## src/rtl/sound_latch_ctrl.sv

```systemverilog
// 68k-to-Z80 sound latch with Z80 bank/DAC registers and a periodic Z80 interrupt.
// Every select is edge-qualified so a level held for a whole bus cycle acts once.
module sound_latch_ctrl #(
  parameter int IRQ_DIV = 3152,
  parameter int BANK_W  = 5
) (
  input  logic              clk,
  input  logic              reset_n,
  input  logic              m68k_latch_cs,
  input  logic [15:0]       m68k_dout,
  input  logic              z80_latch_cs,
  input  logic              z80_latch_clr_cs,
  input  logic              z80_dac_cs,
  input  logic              z80_bank_set_cs,
  input  logic [7:0]        z80_dout,
  input  logic              M1_n,
  input  logic              IORQ_n,
  output logic [7:0]        z80_latch_dout,
  output logic              latch_full,
  output logic              z80_int_n,
  output logic [BANK_W-1:0] z80_bank,
  output logic [7:0]        dac_sample
);

  localparam int CNT_W = (IRQ_DIV > 1) ? $clog2(IRQ_DIV) : 1;
  localparam logic [CNT_W-1:0] CNT_LAST = CNT_W'(IRQ_DIV - 1);

  localparam int SEL_WR   = 0;
  localparam int SEL_RD   = 1;
  localparam int SEL_CLR  = 2;
  localparam int SEL_DAC  = 3;
  localparam int SEL_BANK = 4;

  typedef enum logic {IDLE, PEND} irq_state_t;

  logic [4:0]        sel;
  logic [4:0]        sel_reg;
  logic [4:0]        arm_reg;
  logic [4:0]        rise;
  logic              read_end;
  logic              ack;
  logic              tick;
  logic [7:0]        latch_reg;
  logic              full_reg;
  logic [BANK_W-1:0] bank_reg;
  logic [7:0]        dac_reg;
  logic [CNT_W-1:0]  cnt_reg;
  irq_state_t        state_reg;
  logic              int_n_reg;
  logic              unused_hi;

  assign sel = {z80_bank_set_cs, z80_dac_cs, z80_latch_clr_cs, z80_latch_cs, m68k_latch_cs};
  assign unused_hi = ^m68k_dout[15:8];

  // arm_reg blocks a select that was already high at reset release until it has been seen low.
  always_ff @(posedge clk) begin
    if (!reset_n) begin
      sel_reg <= '0;
      arm_reg <= ~sel;
    end else begin
      sel_reg <= sel;
      arm_reg <= arm_reg | ~sel;
    end
  end

  assign rise     = sel & ~sel_reg & arm_reg;
  assign read_end = sel_reg[SEL_RD] & ~sel[SEL_RD];
  assign ack      = ~M1_n & ~IORQ_n;
  assign tick     = (cnt_reg == CNT_LAST);

  // A 68k write beats both a clear and a read-end landing on the same cycle.
  always_ff @(posedge clk) begin
    if (!reset_n) begin
      latch_reg <= 8'h00;
      full_reg  <= 1'b0;
    end else if (rise[SEL_WR]) begin
      latch_reg <= m68k_dout[7:0];
      full_reg  <= 1'b1;
    end else if (rise[SEL_CLR]) begin
      latch_reg <= 8'h00;
      full_reg  <= 1'b0;
    end else if (read_end) begin
      full_reg  <= 1'b0;
    end
  end

  always_ff @(posedge clk) begin
    if (!reset_n) begin
      bank_reg <= '0;
      dac_reg  <= 8'h80;
    end else begin
      if (rise[SEL_BANK]) bank_reg <= z80_dout[BANK_W-1:0];
      if (rise[SEL_DAC])  dac_reg  <= z80_dout;
    end
  end

  always_ff @(posedge clk) begin
    if (!reset_n) begin
      cnt_reg <= '0;
    end else if (tick) begin
      cnt_reg <= '0;
    end else begin
      cnt_reg <= cnt_reg + 1'b1;
    end
  end

  // Ticks arriving while pending are dropped; a tick on the ack cycle re-arms the request.
  always_ff @(posedge clk) begin
    if (!reset_n) begin
      state_reg <= IDLE;
      int_n_reg <= 1'b1;
    end else begin
      case (state_reg)
        IDLE: begin
          if (tick) begin
            state_reg <= PEND;
            int_n_reg <= 1'b0;
          end
        end
        PEND: begin
          if (ack && !tick) begin
            state_reg <= IDLE;
            int_n_reg <= 1'b1;
          end
        end
        default: begin
          state_reg <= IDLE;
          int_n_reg <= 1'b1;
        end
      endcase
    end
  end

  assign z80_latch_dout = z80_latch_cs ? latch_reg : 8'h00;
  assign latch_full     = full_reg;
  assign z80_int_n      = int_n_reg;
  assign z80_bank       = bank_reg;
  assign dac_sample     = dac_reg;

endmodule
```

## config.mk

```make
export PLATFORM = sky130hd
export DESIGN_NAME = sound_latch_ctrl
export DESIGN_NICKNAME = d
export VERILOG_FILES = /design/src/rtl/sound_latch_ctrl.sv
export SDC_FILE = /design/constraint.sdc
export NUM_CORES = 1
export LEC_CHECK = 0
export BUFFER_PORTS_ARGS = -buffer_cell sky130_fd_sc_hd__buf_2
export CAP_MARGIN = 20
export CORE_ASPECT_RATIO = 0.7
export CORE_MARGIN = 2
export CORE_UTILIZATION = 50
export CTS_CLUSTER_SIZE = 30
export DETAILED_ROUTE_END_ITERATION = 8
export HOLD_SLACK_MARGIN = 0.06
export PLACE_DENSITY = 0.89
export SETUP_SLACK_MARGIN = 0.4
export SYNTH_ARGS = -nofsm -noshare
export SYNTH_HDL_FRONTEND = slang
export SYNTH_SLANG_ARGS = --single-unit
```

## constraint.sdc

```tcl
create_clock -name clk -period 1.6 [get_ports clk]
set_input_delay 0.24 -clock clk [delete_from_list [all_inputs] [get_ports clk]]
set_output_delay 0.24 -clock clk [all_outputs]
set_load 0.01 [all_outputs]
```

# After elaboration in Yosys (flattened, before gate mapping)
# Cells that the tools add are included.
# W data, S select, Z words.
dict set report op_classes {
  div_mod_pow 0
  n_bitwise 12
  reduce_logical 6
  mul 0
  n_mux 13
  add_sub_neg 1
  shifts 0
  magnitude_cmp 0
  n_eq_ne 3
}
# op count
set op_table {}
lappend op_table {{$mux W8} 3}
lappend op_table {{$add A12 B1 Y12 const B} 1}
lappend op_table {{$eq A12 B12 Y1 const B} 1}
lappend op_table {{$and A5 B5 Y5} 2}
lappend op_table {{$not A5 Y5} 2}
lappend op_table {{$mux W1} 7}
lappend op_table {{$mux W5} 1}
lappend op_table {{$not A1 Y1} 5}
lappend op_table {{$or A5 B5 Y5} 1}
lappend op_table {{$pmux W1 S2} 2}
lappend op_table {{$reduce_bool A3 Y1} 1}
lappend op_table {{$and A1 B1 Y1} 2}
lappend op_table {{$ne A2 B1 Y1 const B} 1}
lappend op_table {{$ne A2 B2 Y1 const B} 1}
lappend op_table {{$reduce_and A2 Y1} 1}
lappend op_table {{$reduce_bool A2 Y1} 1}
lappend op_table {{$reduce_or A2 Y1} 1}
lappend op_table {{$logic_and A1 B1 Y1} 1}
lappend op_table {{$logic_not A1 Y1} 1}
dict set report word_totals {
  wordCells 44
  ram_bits 0
  latchBits 0
  output_inout_bits 23
  regBits 46
  mem_bits_ro 0
  n_memories 0
  in_bits 33
}

# Longest topological paths before layout
dict set report depth {
  depth_word 5
  ltp_mapped 6
  ltp_nobuf 5
}

# Worst setup path before layout
# No wires, ideal clock.
dict set report synth_timing {
  path_kind {register -> register}
  start {register cnt_reg[0]}
  end {register cnt_reg[10]}
  synth_period_minus_slack_ps 1229
  path_stages_with_launch 6
  setup_time_ps 119
  path_buffers 0
  arrival_time_ps 1110
  setup_slack_ps 371
  required_ps 1481
  path_cell_list {dfxtp_1 > ha_1 > and3_2 > nand3_1 > nand2_2 > nor2_1}
}
dict set report synth_between {
  elab_chain_len 2
  elab_cells_between_ends 3
  cone_classes {add/sub (1); eq/ne (1); reduce/logical (1)}
}
# item line
set synth_lines {}
lappend synth_lines {{start: declaration} 47} ;# logic [CNT_W-1:0] cnt_reg;
lappend synth_lines {{start signal: assignment} 103} ;# cnt_reg <= cnt_reg + 1'b1;
lappend synth_lines {{parallel branches: the longest is 2 deep, another holds $add A12 B1 Y12} --}
# Parallel ways; which one is timed is not known.
# A chain may end at the register's enable or synchronous reset.

# Worst setup path in the final report
dict set report layout_timing {
  start {register cnt_reg[5]}
  end {register cnt_reg[1]}
}
dict set report layout_between {
  elab_chain_len 2
}
# item line
set layout_lines {}
lappend layout_lines {{$eq A12 B12 Y1} 69} ;# assign tick = (cnt_reg == CNT_LAST);
lappend layout_lines {{$reduce_or A2 Y1 (no source line)} --}
# No other way between the ends.

==> flow_summary.rst <==
.. list-table::
   :header-rows: 1

   * - Metric
     - Value
   * - Floorplan row count
     - 18
   * - Startpoint of the worst setup timing path
     - cnt_reg[5]$_SDFF_PP0_
   * - Post-synthesis sequential element count
     - 45
   * - Worst setup path category
     - flop to flop
   * - Number of top-level pins
     - 56
   * - Required time at the worst-slack endpoint
     - 1.79 ns
   * - Post-placement setup slack
     - approximately 0.25 ns
   * - Max cap viols
     - 0
   * - Net Count, Synth
     - 208
   * - Sum Neg Setup Slack
     - 0 ns
   * - Top_reg_cell synth
     - sky130_fd_sc_hd__dfxtp_1
   * - Final-report hold violation count
     - 0
   * - Vias per cell
     - approximately 4.9
   * - Total Power
     - around 2.1 mW
   * - Tmin final
     - 1.27 ns
   * - Fraction of layout cells with a size suffix above 1
     - 37.3%
   * - Synthesis-to-layout area growth
     - 27.5%
   * - Count of routing violations after the opening detailed-route iteration
     - 36
   * - Number of buffers added to fix hold violations after cts
     - 0
   * - Clock Path Buffers
     - 2
   * - Placer Congestion
     - ~0.85
   * - Worst path setup slack after routing
     - 0.335 ns
   * - Arrival time reported for the critical path endpoint
     - ~1.5 ns
   * - Share of the clock period used by the worst path
     - 79.1%
   * - Die Footprint
     - slightly above 4000 sq um
   * - Ratio of total power to cell area
     - between 900 and 1000 nW/um^2
   * - Post-synthesis async set-or-reset flop share
     - 0%
   * - Max-slew headroom
     - about three quarters
   * - Startpoint type of the worst setup path
     - flop
   * - Drt first pass iters
     - 4
   * - Largest fanout of any net on the critical path
     - 4
   * - Antenna cells
     - 0
   * - Number of flip-flops in the largest register
     - 12
   * - Outcome
     - finished, final reports clean
   * - Core Region
     - 3470 sq um
   * - Actual slew at the worst max-slew pin
     - around 0.36 ns
   * - Synth Area per Inst
     - slightly above 10 sq um
   * - Post-synth design cell area
     - 1780 sq um
   * - DP HPWL
     - 2.36 mm
   * - Worst hold path class
     - input pin to flop
   * - Number of antenna violations at the first check in global routing
     - 0
   * - Worst-case clock skew
     - 0.00579 ns
   * - Slew Limit Fails
     - 0
   * - Sequential cell area fraction in the yosys report
     - 50.7%
   * - DRC
     - 0
   * - Count of final setup violators
     - 0
   * - Clock latency of the later-clocked register in the worst-skew pair
     - approximately 0.29 ns
   * - Yosys cell types
     - 31
   * - Initial Util
     - about 50%
   * - Number of global-route vias before repair
     - roughly 1200
   * - HP Start
     - m68k_latch_cs
   * - Detail Route Antenna Nets
     - 0
   * - Remaining Overflow, GRT
     - 0
   * - Net count reported at finish
     - approximately 260
   * - Die height
     - ~54 microns
   * - Total number of vias
     - approximately 1300
   * - Maximum VDD drop
     - a little under 0.0006 V
   * - Clock transition at the registers of the reported paths
     - 0.08 ns
   * - Startpoint of the worst-slack reg-to-reg timing path
     - cnt_reg[5]$_SDFF_PP0_
   * - Setup repair after global routing missed its margin
     - true
   * - Static power due to leakage
     - approximately 1.0 nW
   * - TritonCTS clock tree
     - yes
   * - Width of the die
     - 75.3 microns
   * - Pin count of the biggest net entering global routing
     - 31
   * - Fmax
     - between 0.7 and 0.8 GHz
   * - Post-synth EDFFs
     - 0
   * - H-Tree Level Count
     - 2
   * - Number of buffers created by CTS
     - 5
   * - Global-route wire length before repair
     - around 5.5 mm
   * - Most common cell after layout, fill and taps aside
     - sky130_fd_sc_hd__buf_2
   * - # port buffers
     - 47
   * - Routed Wire Length
     - about 3.5 mm
   * - Wirelength per Cell
     - around 13 microns
   * - Yosys warns
     - 0
   * - Total global routing track utilization
     - a little under a fifth
   * - Number of clock sinks seen by CTS
     - 45
   * - Kind of end point of the critical path
     - flop
   * - Root buffer selected by CTS
     - sky130_fd_sc_hd__clkbuf_8
   * - Most used cells in the layout excluding fill and tap cells
     - 47 x sky130_fd_sc_hd__buf_2, 36 x sky130_fd_sc_hd__dfxtp_1, 22 x sky130_fd_sc_hd__nor2b_1
   * - Post-synthesis cell count
     - 174
[where the power goes]
part / switching (mW) / internal, mW / total, mW
clock network: 0.373 / 0.350 / 0.723
logic: 0.109 / 0.115 / 0.223
registers: 0.0293 / 1.17 / 1.20
total: 0.511 / 1.63 / 2.15
[routing by layer]
layer  share of wire (%)  global-route usage (%)
met1                  48                    24.3
met2                  46                    28.2
met3                 5.1                    5.24
met4                 1.6                    8.19
met5                   0                       0
[final timing paths]
path | to | slack (ns) | depth (start not counted)
worst max register to register | cnt_reg[1]$_SDFF_PP0_ | 0.33 | 3
worst min register to register | arm_reg[0]$_DFF_P_ | 0.45 | 2
worst max-delay path | cnt_reg[1]$_SDFF_PP0_ | 0.33 | 3
worst min-delay path | arm_reg[0]$_DFF_P_ | 0.12 | 2
[worst max-delay path, stage by stage (launching register included)]
cell and delay (ns):
sky130_fd_sc_hd__dfxtp_2 0.36, sky130_fd_sc_hd__nor4b_4 0.41, sky130_fd_sc_hd__nand3_4 0.17, sky130_fd_sc_hd__and3_1 0.22
[cells in the mapped netlist, types with 2 or more instances]
cell type	count	area share, %
sky130_fd_sc_hd__a22oi_1	8	3.4
sky130_fd_sc_hd__and2_1	14	4.9
sky130_fd_sc_hd__and3_1	2	0.70
sky130_fd_sc_hd__and3_2	2	0.84
sky130_fd_sc_hd__buf_2	3	0.84
sky130_fd_sc_hd__clkbuf_1	4	0.84
sky130_fd_sc_hd__dfxtp_1	45	51
sky130_fd_sc_hd__inv_1	2	0.42
sky130_fd_sc_hd__mux2i_1	13	7.3
sky130_fd_sc_hd__nand2_1	10	2.1
sky130_fd_sc_hd__nand3_1	9	2.5
sky130_fd_sc_hd__nand3b_1	3	1.3
sky130_fd_sc_hd__nor2_1	11	2.3
sky130_fd_sc_hd__nor2_2	2	0.70
sky130_fd_sc_hd__nor2b_1	22	7.7
sky130_fd_sc_hd__xnor2_1	7	3.4
sky130_fd_sc_hd__xor2_1	3	1.5
[cell type report]
class                   count  area (sq um)
clock buffers               6          82.6
clock inverters             2          13.8
fillers                   290          1200
inverters                   2          7.51
multi-input cells         121           913
flip-flops and latches     45           915
well taps                  50          62.6
repair buffers             52           273
[per-stage QoR]
step | instances | util, % | cell area, sq um | hold WS [ns]
after global routing | 278 | 65.4 | 2270 | 0.121
after detailed placement | 266 | 59.6 | 2070 | 0.429
final | 278 | 65.4 | 2270 | 0.118
after floorplan | 174 | - | 1790 | 0.302
after global placement | 266 | 59.6 | 2070 | 0.424
after CTS | 278 | 64.7 | 2240 | 0.112
[cells by family after synthesis]
logic type      count (synthesis)  synth area share [%]
simple gates                   84                  29.6
flops                          45                  50.7
mux                            13                  7.32
compound gates                 12                  4.71
xor+xnor                       10                  4.93
buf+inv                         9                  2.11
fa+ha+maj                       1                 0.704
[timing repair]
| action | in CTS | in global routing |
|---|---|---|
| pin swaps | 3 | 4 |
| hold endpoints to repair | 0 | 0 |
| cloned | 1 | 0 |
| buffers inserted | 3 | 0 |
| gates resized for setup | 14 | 6 |
| setup endpoints to repair | 28 | 12 |
No activity file was read; power rests on OpenSTA's default activity.
